### src/rtl/gru_serial_tx.sv
// Word-serial result transmitter: MSB-first data with a forwarded bit clock and a
// frame envelope, plus a one-word holding register so the next result can queue up.
module gru_serial_tx #(
  parameter int DATA_WIDTH  = 32,
  parameter int CLK_DIV     = 2,
  parameter int LEAD_CYCLES = 4,
  parameter int GAP_CYCLES  = 8
) (
  input  logic                  clk,
  input  logic                  rst,
  input  logic [DATA_WIDTH-1:0] tx_data,
  input  logic                  tx_valid,
  output logic                  tx_ready,
  output logic                  serial_data_out,
  output logic                  serial_clk_out,
  output logic                  serial_valid,
  output logic                  tx_busy,
  output logic                  tx_done
);

  localparam int PH_MAX0 = (CLK_DIV > LEAD_CYCLES) ? CLK_DIV : LEAD_CYCLES;
  localparam int PH_MAX  = (PH_MAX0 > GAP_CYCLES) ? PH_MAX0 : GAP_CYCLES;
  localparam int PH_W    = $clog2(PH_MAX + 1);
  localparam int BIT_W   = $clog2(DATA_WIDTH);

  localparam logic [PH_W-1:0]  CLK_LAST  = PH_W'(CLK_DIV - 1);
  localparam logic [PH_W-1:0]  LEAD_LAST = PH_W'(LEAD_CYCLES - 1);
  localparam logic [PH_W-1:0]  GAP_LAST  = PH_W'(GAP_CYCLES - 1);
  localparam logic [BIT_W-1:0] BIT_LAST  = BIT_W'(DATA_WIDTH - 1);

  typedef enum logic [2:0] {
    IDLE  = 3'd0,
    LEAD  = 3'd1,
    LOW   = 3'd2,
    HIGH  = 3'd3,
    TRAIL = 3'd4,
    GAP   = 3'd5
  } state_t;

  state_t                state_q, state_d;
  logic [DATA_WIDTH-1:0] sr_q, sr_d;
  logic [DATA_WIDTH-1:0] hold_q, hold_d;
  logic                  hold_full_q, hold_full_d;
  logic [BIT_W-1:0]      bit_q, bit_d;
  logic [PH_W-1:0]       ph_q, ph_d;
  logic                  data_q, data_d;
  logic                  sclk_q, sclk_d;
  logic                  valid_q, valid_d;
  logic                  busy_q, busy_d;
  logic                  done_q, done_d;
  logic                  accept_s;

  assign tx_ready = !hold_full_q && !rst;
  assign accept_s = tx_valid && tx_ready;

  // Next-state, datapath and next-output computation
  always_comb begin
    state_d     = state_q;
    sr_d        = sr_q;
    hold_d      = hold_q;
    hold_full_d = hold_full_q;
    bit_d       = bit_q;
    ph_d        = ph_q + PH_W'(1);

    // Outside IDLE an accepted word always queues in the holding register.
    if (accept_s && (state_q != IDLE)) begin
      hold_d      = tx_data;
      hold_full_d = 1'b1;
    end else begin
      hold_d      = hold_q;
    end

    case (state_q)
      IDLE: begin
        ph_d  = '0;
        bit_d = '0;
        if (hold_full_q) begin
          sr_d        = hold_q;
          hold_full_d = 1'b0;
          state_d     = LEAD;
        end else if (accept_s) begin
          sr_d    = tx_data;
          state_d = LEAD;
        end else begin
          state_d = IDLE;
        end
      end
      LEAD: begin
        if (ph_q == LEAD_LAST) begin
          ph_d    = '0;
          state_d = LOW;
        end else begin
          state_d = LEAD;
        end
      end
      LOW: begin
        if (ph_q == CLK_LAST) begin
          ph_d    = '0;
          state_d = HIGH;
        end else begin
          state_d = LOW;
        end
      end
      HIGH: begin
        if (ph_q == CLK_LAST) begin
          ph_d = '0;
          sr_d = {sr_q[DATA_WIDTH-2:0], 1'b0};
          if (bit_q == BIT_LAST) begin
            bit_d   = '0;
            state_d = TRAIL;
          end else begin
            bit_d   = bit_q + BIT_W'(1);
            state_d = LOW;
          end
        end else begin
          state_d = HIGH;
        end
      end
      TRAIL: begin
        if (ph_q == CLK_LAST) begin
          ph_d    = '0;
          state_d = GAP;
        end else begin
          state_d = TRAIL;
        end
      end
      GAP: begin
        if (ph_q == GAP_LAST) begin
          ph_d = '0;
          if (hold_full_q) begin
            sr_d        = hold_q;
            hold_full_d = 1'b0;
            state_d     = LEAD;
          end else begin
            state_d = IDLE;
          end
        end else begin
          state_d = GAP;
        end
      end
      default: begin
        ph_d    = '0;
        bit_d   = '0;
        state_d = IDLE;
      end
    endcase

    // Outputs are decoded from the next state so they leave the flops glitch-free.
    valid_d = (state_d == LEAD) || (state_d == LOW) || (state_d == HIGH) || (state_d == TRAIL);
    sclk_d  = (state_d == HIGH);
    busy_d  = (state_d != IDLE);
    done_d  = (state_q == TRAIL) && (state_d == GAP);
    case (state_d)
      LEAD, LOW, HIGH: data_d = sr_d[DATA_WIDTH-1];
      TRAIL:           data_d = data_q;
      default:         data_d = 1'b0;
    endcase
  end

  // State, datapath and output registers with synchronous reset
  always_ff @(posedge clk) begin
    if (rst) begin
      state_q     <= IDLE;
      sr_q        <= '0;
      hold_q      <= '0;
      hold_full_q <= 1'b0;
      bit_q       <= '0;
      ph_q        <= '0;
      data_q      <= 1'b0;
      sclk_q      <= 1'b0;
      valid_q     <= 1'b0;
      busy_q      <= 1'b0;
      done_q      <= 1'b0;
    end else begin
      state_q     <= state_d;
      sr_q        <= sr_d;
      hold_q      <= hold_d;
      hold_full_q <= hold_full_d;
      bit_q       <= bit_d;
      ph_q        <= ph_d;
      data_q      <= data_d;
      sclk_q      <= sclk_d;
      valid_q     <= valid_d;
      busy_q      <= busy_d;
      done_q      <= done_d;
    end
  end

  assign serial_data_out = data_q;
  assign serial_clk_out  = sclk_q;
  assign serial_valid    = valid_q;
  assign tx_busy         = busy_q;
  assign tx_done         = done_q;

endmodule

### config.mk
export PLATFORM = sky130hd
export DESIGN_NAME = gru_serial_tx
export DESIGN_NICKNAME = d
export VERILOG_FILES = /design/src/rtl/gru_serial_tx.sv
export SDC_FILE = /design/constraint.sdc
export NUM_CORES = 1
export LEC_CHECK = 0
export CORE_ASPECT_RATIO = 1.25
export CORE_MARGIN = 4
export CORE_UTILIZATION = 30
export CTS_BUF_LIST = sky130_fd_sc_hd__clkbuf_2
export DETAILED_ROUTE_END_ITERATION = 6
export REMOVE_ABC_BUFFERS = 1
export SLEW_MARGIN = 10
export SYNTH_ARGS = -nofsm -noshare
export SYNTH_HDL_FRONTEND = slang
export SYNTH_SLANG_ARGS = --single-unit
### constraint.sdc
create_clock -name clk -period 2.5 [get_ports clk]
set_clock_uncertainty 0.15 [all_clocks]
set_input_delay 0.5 -clock clk [delete_from_list [all_inputs] [get_ports clk]]
set_output_delay 0.5 -clock clk [all_outputs]
set_load 0.005 [all_outputs]
Word-level counts from Yosys, hierarchy flattened
Index checks and enable logic that the tools add are counted.
{ "word_totals": {"register_bits": 82, "latch_bits": 0, "ram_bits": 0, "mem_bits_ro": 0, "input_bits": 35, "output_inout_bits": 6, "elab_cells": 79, "n_memories": 0} }
{ "classes": {"n_addsub": 2, "n_mul": 0, "div": 0, "order_cmp": 0, "eq_ne": 18, "shift": 0, "muxes": 28, "n_bitwise": 1, "reduce_logical": 18} }
{ "op_table": {"columns": ["op", "n"], "rows": [
  ["$mux W32", 5],
  ["$pmux W32 S3", 1],
  ["$pmux W3 S6", 1],
  ["$eq A3 B2 Y1 const B", 4],
  ["$eq A3 B3 Y1 const B", 4],
  ["$mux W4", 3],
  ["$pmux W4 S3", 1],
  ["$mux W5", 2],
  ["$pmux W5 S2", 1],
  ["$mux W3", 3],
  ["$reduce_bool A3 Y1", 3],
  ["$mux W1", 8],
  ["$eq A3 B1 Y1 const B", 2],
  ["$ne A2 B2 Y1 const B", 3],
  ["$reduce_or A3 Y1", 2],
  ["$add A5 B1 Y5 const B", 1],
  ["$eq A5 B5 Y1 const B", 1],
  ["$reduce_and A5 Y1", 1],
  ["$add A4 B1 Y4 const B", 1],
  ["$eq A4 B1 Y1 const B", 1],
  ["$eq A4 B2 Y1 const B", 1],
  ["$eq A4 B3 Y1 const B", 1],
  ["$logic_and A1 B1 Y1", 4],
  ["$pmux W1 S2", 2],
  ["8 further kinds", 11]
]} }

Depth between registers and ports, before layout
{ "logic_depth": {"word_depth": 10, "mapped_depth": 8, "mapped_depth_nobuf": 8} }

Worst setup path after synthesis
OpenSTA, ideal clock, no wires.
{ "synth_path": {"path_kind": "flip-flop to flip-flop", "start": "register ph_q[0]", "end": "register valid_q, in the netlist serial_valid", "setup_ns": 0.121, "arrival_ns": 2.053, "required_time_ns": 2.229, "slack_ns": 0.176, "path_stages_with_launch": 8, "path_buffers": 1, "synth_period_minus_slack_ns": 2.324, "cell_sequence": "dfxtp_1 > ha_1 > or3b_1 > buf_6 > o21ai_2 > a21oi_1 > or4_4 > mux2_4"} }
{ "synth_between": {"elab_chain_len": 7, "elab_cells_between_ends": 16, "classes_between": "eq/ne: 7; mux: 6; reduce/logical: 3"} }
{ "synth_lines": {"columns": ["item", "line_no", "source"], "rows": [
  ["start: declaration", "45", "logic [PH_W-1:0] ph_q, ph_d;"],
  ["start signal: assignment", "180", "ph_q <= ph_d;"],
  ["$eq A4 B3 Y1, or another cell as far along", "128", "if (ph_q == GAP_LAST) begin"],
  ["$mux W3, or another cell as far along", "128", null],
  ["$pmux W3 S6 *", "73", "case (state_q)"],
  ["$eq A3 B1 Y1 or $eq A3 B2 Y1 (tied branches)", "149", "valid_d = (state_d == LEAD) || (state_d == LOW) || (state_d == HIGH) || (state_d == TRAIL);"],
  ["$logic_or A1 B1 Y1 (2 in series)", "149", null],
  ["$logic_or A1 B1 Y1 *", "149", null],
  ["end signal: assignment", "183", "valid_q <= valid_d;"],
  ["end: declaration", "48", "logic valid_q, valid_d;"]
]} }
Every way passes the cells marked *; elsewhere a longest branch is shown, timed or not.
A chain may end at the register's enable or synchronous reset.

Worst setup path in the final report
{ "layout_path": {"start": "register bit_q[0]", "end": "register valid_q, in the netlist serial_valid"} }
{ "layout_between": {"elab_chain_len": 8, "elab_cells_between_ends": 11, "classes_between": "eq/ne: 5; mux: 3; reduce/logical: 3"} }
{ "layout_lines": {"columns": ["item", "line_no", "source"], "rows": [
  ["start: declaration", "44", "logic [BIT_W-1:0] bit_q, bit_d;"],
  ["start signal: assignment", "179", "bit_q <= bit_d;"],
  ["$eq A5 B5 Y1 *", "108", "if (bit_q == BIT_LAST) begin"],
  ["$mux W3 *", "108", null],
  ["$mux W3 *", "105", "if (ph_q == CLK_LAST) begin"],
  ["$pmux W3 S6 *", "73", null],
  ["$eq A3 B1 Y1 or $eq A3 B2 Y1 (tied branches)", "149", null],
  ["$logic_or A1 B1 Y1 (2 in series)", "149", null],
  ["$logic_or A1 B1 Y1 *", "149", null]
]} }
Marked as above.

==> results by group <==
Synthesis
  – Dominant synthesized flop cell: dfxtp_1
  – Mapped Cells: ~450
  – Post-synth EDFFs: 0
  – FF+latch count, synth: around 80
  – Distinct cells, synth: 50
  – Avg Cell Area, Syn: about 8.3 sq um
  – Ys async rst share: 0%
  – Yosys warns: 0
  – Seq/Total Area, Yosys: 43.70%
  – Post-Syn Area: approximately 0.0038 sq mm

Routing
  – Detailed Routing Iterations Pass 1: 4
  – DR vias: between 3000 and 4000
  – Final WL: a little under 10000 um
  – DRC violations left: 0
  – Drt wl/cell: ~15 um
  – DRT iter0 DRCs: 190
  – Routed Antenna Nets: 0
  – Via density: approximately 5.2

STA
  – RSZ-0062 raised after global routing: false
  – Final Cycle Share: between 90% and 100%
  – Post-layout minimum cycle time: approximately 2400 ps
  – Worst rel slew slack: about 60%
  – F_max: between 400 and 500 MHz
  – Fin. max-slew vios: 0
  – Fin. Hold Viols: 0
  – Slew @ Worst Pin: around 600 ps
  – Final setup vio count: 0

Worst hold path
  – Min-delay worst type: input pin to register

Placement
  – Number of port buffers: 40
  – GP Congestion: about 0.87
  – Placed cell areas: ~0.0044 sq mm
  – Post-DP HPWL: roughly 6300 um

Setup path
  – CP max FO: 3
  – Type of origin of the critical path: register
  – Kind of critical path: register to register
  – Worst Setup End Kind: register
  – Reg2reg setup slack: around 120 ps
  – Req. time, crit path: 2830 ps
  – Critical path arrival: ~2700 ps

CTS
  – Clock transition at path regs: 210 ps
  – CTS resizes: 0
  – Num CTS Buffers: 9
  – Clock Path Buffers: 2
  – CTS tree: built
  – Clock latency on the worst-skew pair: between 500 and 600 ps
  – CTS sink cnt: slightly above 80
  – Clock tree root buffer cell: clkbuf_2
  – Htree depth: 3

Global routing
  – Number of global-route vias before repair: between 3000 and 4000
  – Overall Global Routing Usage: 14.04%
  – Initial antenna violation count: 0
  – Largest net degree at the start of global routing: between 40 and 50
  – First-pass GRT wire length: between 15000 and 20000 um
  – GRT Residual Overflow: 0

Power and ir drop
  – P_leak: 1.551 nW
  – P per Cell Area: about 550 mW/mm^2
  – Power Total: 2.499 mW
  – Max IR drop VDD: ~0.20 mV

Final layout
  – # diodes: 0
  – Area grow syn2layout: 21.79%
  – FILL cells: roughly 1300
  – Share of layout cells above drive strength 1: around a tenth
  – # nets final: around 530
  – Post-route cell area: between 0.004 and 0.005 sq mm
  – Fin util: approximately 37%

Floorplan
  – Initial Utilization: 30.74%
  – Die Height: roughly 130 um
  – FP Rows: between 40 and 50
  – Die area: 0.01439 sq mm
  – DIE WIDTH: 108.1 um
  – # IOs: 41
  – CORE AREA: ~0.012 sq mm

Run status
  – Status: finished, final reports clean

Flow run
  – Max-cap viol count: 0
placed cells by master, fill, tap and decap left out, types with 2 or more instances in the layout:
cell type,count
or3b_1,2
buf_4,19
nand3_1,4
inv_1,3
a22o_1,32
dfxtp_1,82
a2111oi_0,2
nor3_2,2
a21o_1,2
nand2b_1,3
and3_1,2
nor3_1,6
xor2_1,2
a22oi_1,2
buf_12,4
nor3b_1,2
clkdlybuf4s50_1,39
clkinvlp_4,2
a32oi_1,31
nor2_1,14
xnor2_1,4
nand2_1,100
bufinv_16,2
clkbuf_2,11
nor4_1,2
ha_1,4
or3_1,2
a21oi_1,71
nor2b_1,6
a211o_1,2
o21ai_0,4
mux2i_1,3
cell families (layout without fill, tap and decap cells):
family / Yosys count / after routing / synth area share [%]
mux: 4 / 4 / 1.199
fa+ha+maj: 4 / 4 / 1.332
simple gates: 155 / 155 / 18.75
buf+inv: 44 / 83 / 4.863
xor+xnor: 6 / 6 / 1.399
flops: 82 / 82 / 43.70
compound gates: 157 / 157 / 28.75
Yosys cell counts (all sizes together) (3+ instances only):
library cell / count / area [sq um]
xnor2: 4 / 35.03
nand3: 4 / 20.02
nand2b: 3 / 18.77
or3b: 3 / 26.28
ha: 4 / 50.05
inv: 3 / 11.26
nor3: 9 / 56.31
mux2i: 3 / 30.03
a32oi: 31 / 271.5
nand2: 100 / 375.4
nor2b: 6 / 37.54
o21ai: 5 / 28.78
clkbuf: 36 / 135.1
a22o: 32 / 280.3
nor2: 14 / 52.55
a21oi: 71 / 355.3
dfxtp: 82 / 1642
buf: 5 / 36.28
worst max-delay path: stages, from the launching register on:
cell and delay (ps):
dfxtp_1 420, ha_1 180, and3_1 160, ha_1 220, nand2_1 100, o21ai_2 130, a21oi_1 100, or4_4 550
mux2_4 310
cell type report:
cell class / instances / area, sq um / share of cell area [%]
multi-input cells: 326 / 1954 / 42.72
clock inverters: 5 / 78.83 / 1.723
well taps: 164 / 205.2 / 4.486
inverters: 3 / 11.26 / 0.2462
flip-flops and latches: 82 / 1642 / 35.89
clock buffers: 11 / 55.05 / 1.204
repair buffers: 64 / 628.1 / 13.73
sequential cells by signal, summed over array words and instances, names as in the netlist, 3 cells and up:
signal   count
ph_q         4
state_q      3
sr_q        32
hold_q      32
bit_q        5
what timing repair did:
action	CTS	global route
setup buffers	0	0
hold endpoints to repair	1	0
hold buffers	1	0
routing by layer:
metal  share of wire [%]  wire, um  up-vias  GRT usage, %
met1                  44      4284     1650         17.26
met5                   0         0        -             0
met3                 4.4       427       11         3.490
met2                  51      4931       56         24.27
li1                    -         -     1704             -
met4                 1.1       107        0         3.789
through the flow:
step	worst slack, ps	cells	setup TNS (ps)	hold WS [ps]
2_1_floorplan	-827.8	411	-40010	276.0
3_3_place_gp	-30.69	638	-30.96	286.9
3_5_place_dp	-93.76	638	-164.3	294.6
4_1_cts	110.3	655	0	147.5
5_1_grt	17.49	655	0	156.2
6_report	124.7	655	0	176.5
report_power, final:
| part | switching [mW] | internal (mW) | total [mW] |
|---|---|---|---|
| Clock | 0.460 | 0.335 | 0.795 |
| Sequential | 0.0262 | 1.35 | 1.38 |
| Combinational | 0.160 | 0.165 | 0.325 |
worst paths after layout:
check / cells after the start / endpoint / start
worst max-delay path: 8 / serial_valid / bit_q[0]
worst min-delay path: 3 / bit_q[2] / rst
worst max register to register: 8 / serial_valid / bit_q[0]
worst min register to register: 2 / sr_q[1] / sr_q[0]
Note: power is estimated with default switching activity, not from simulation.
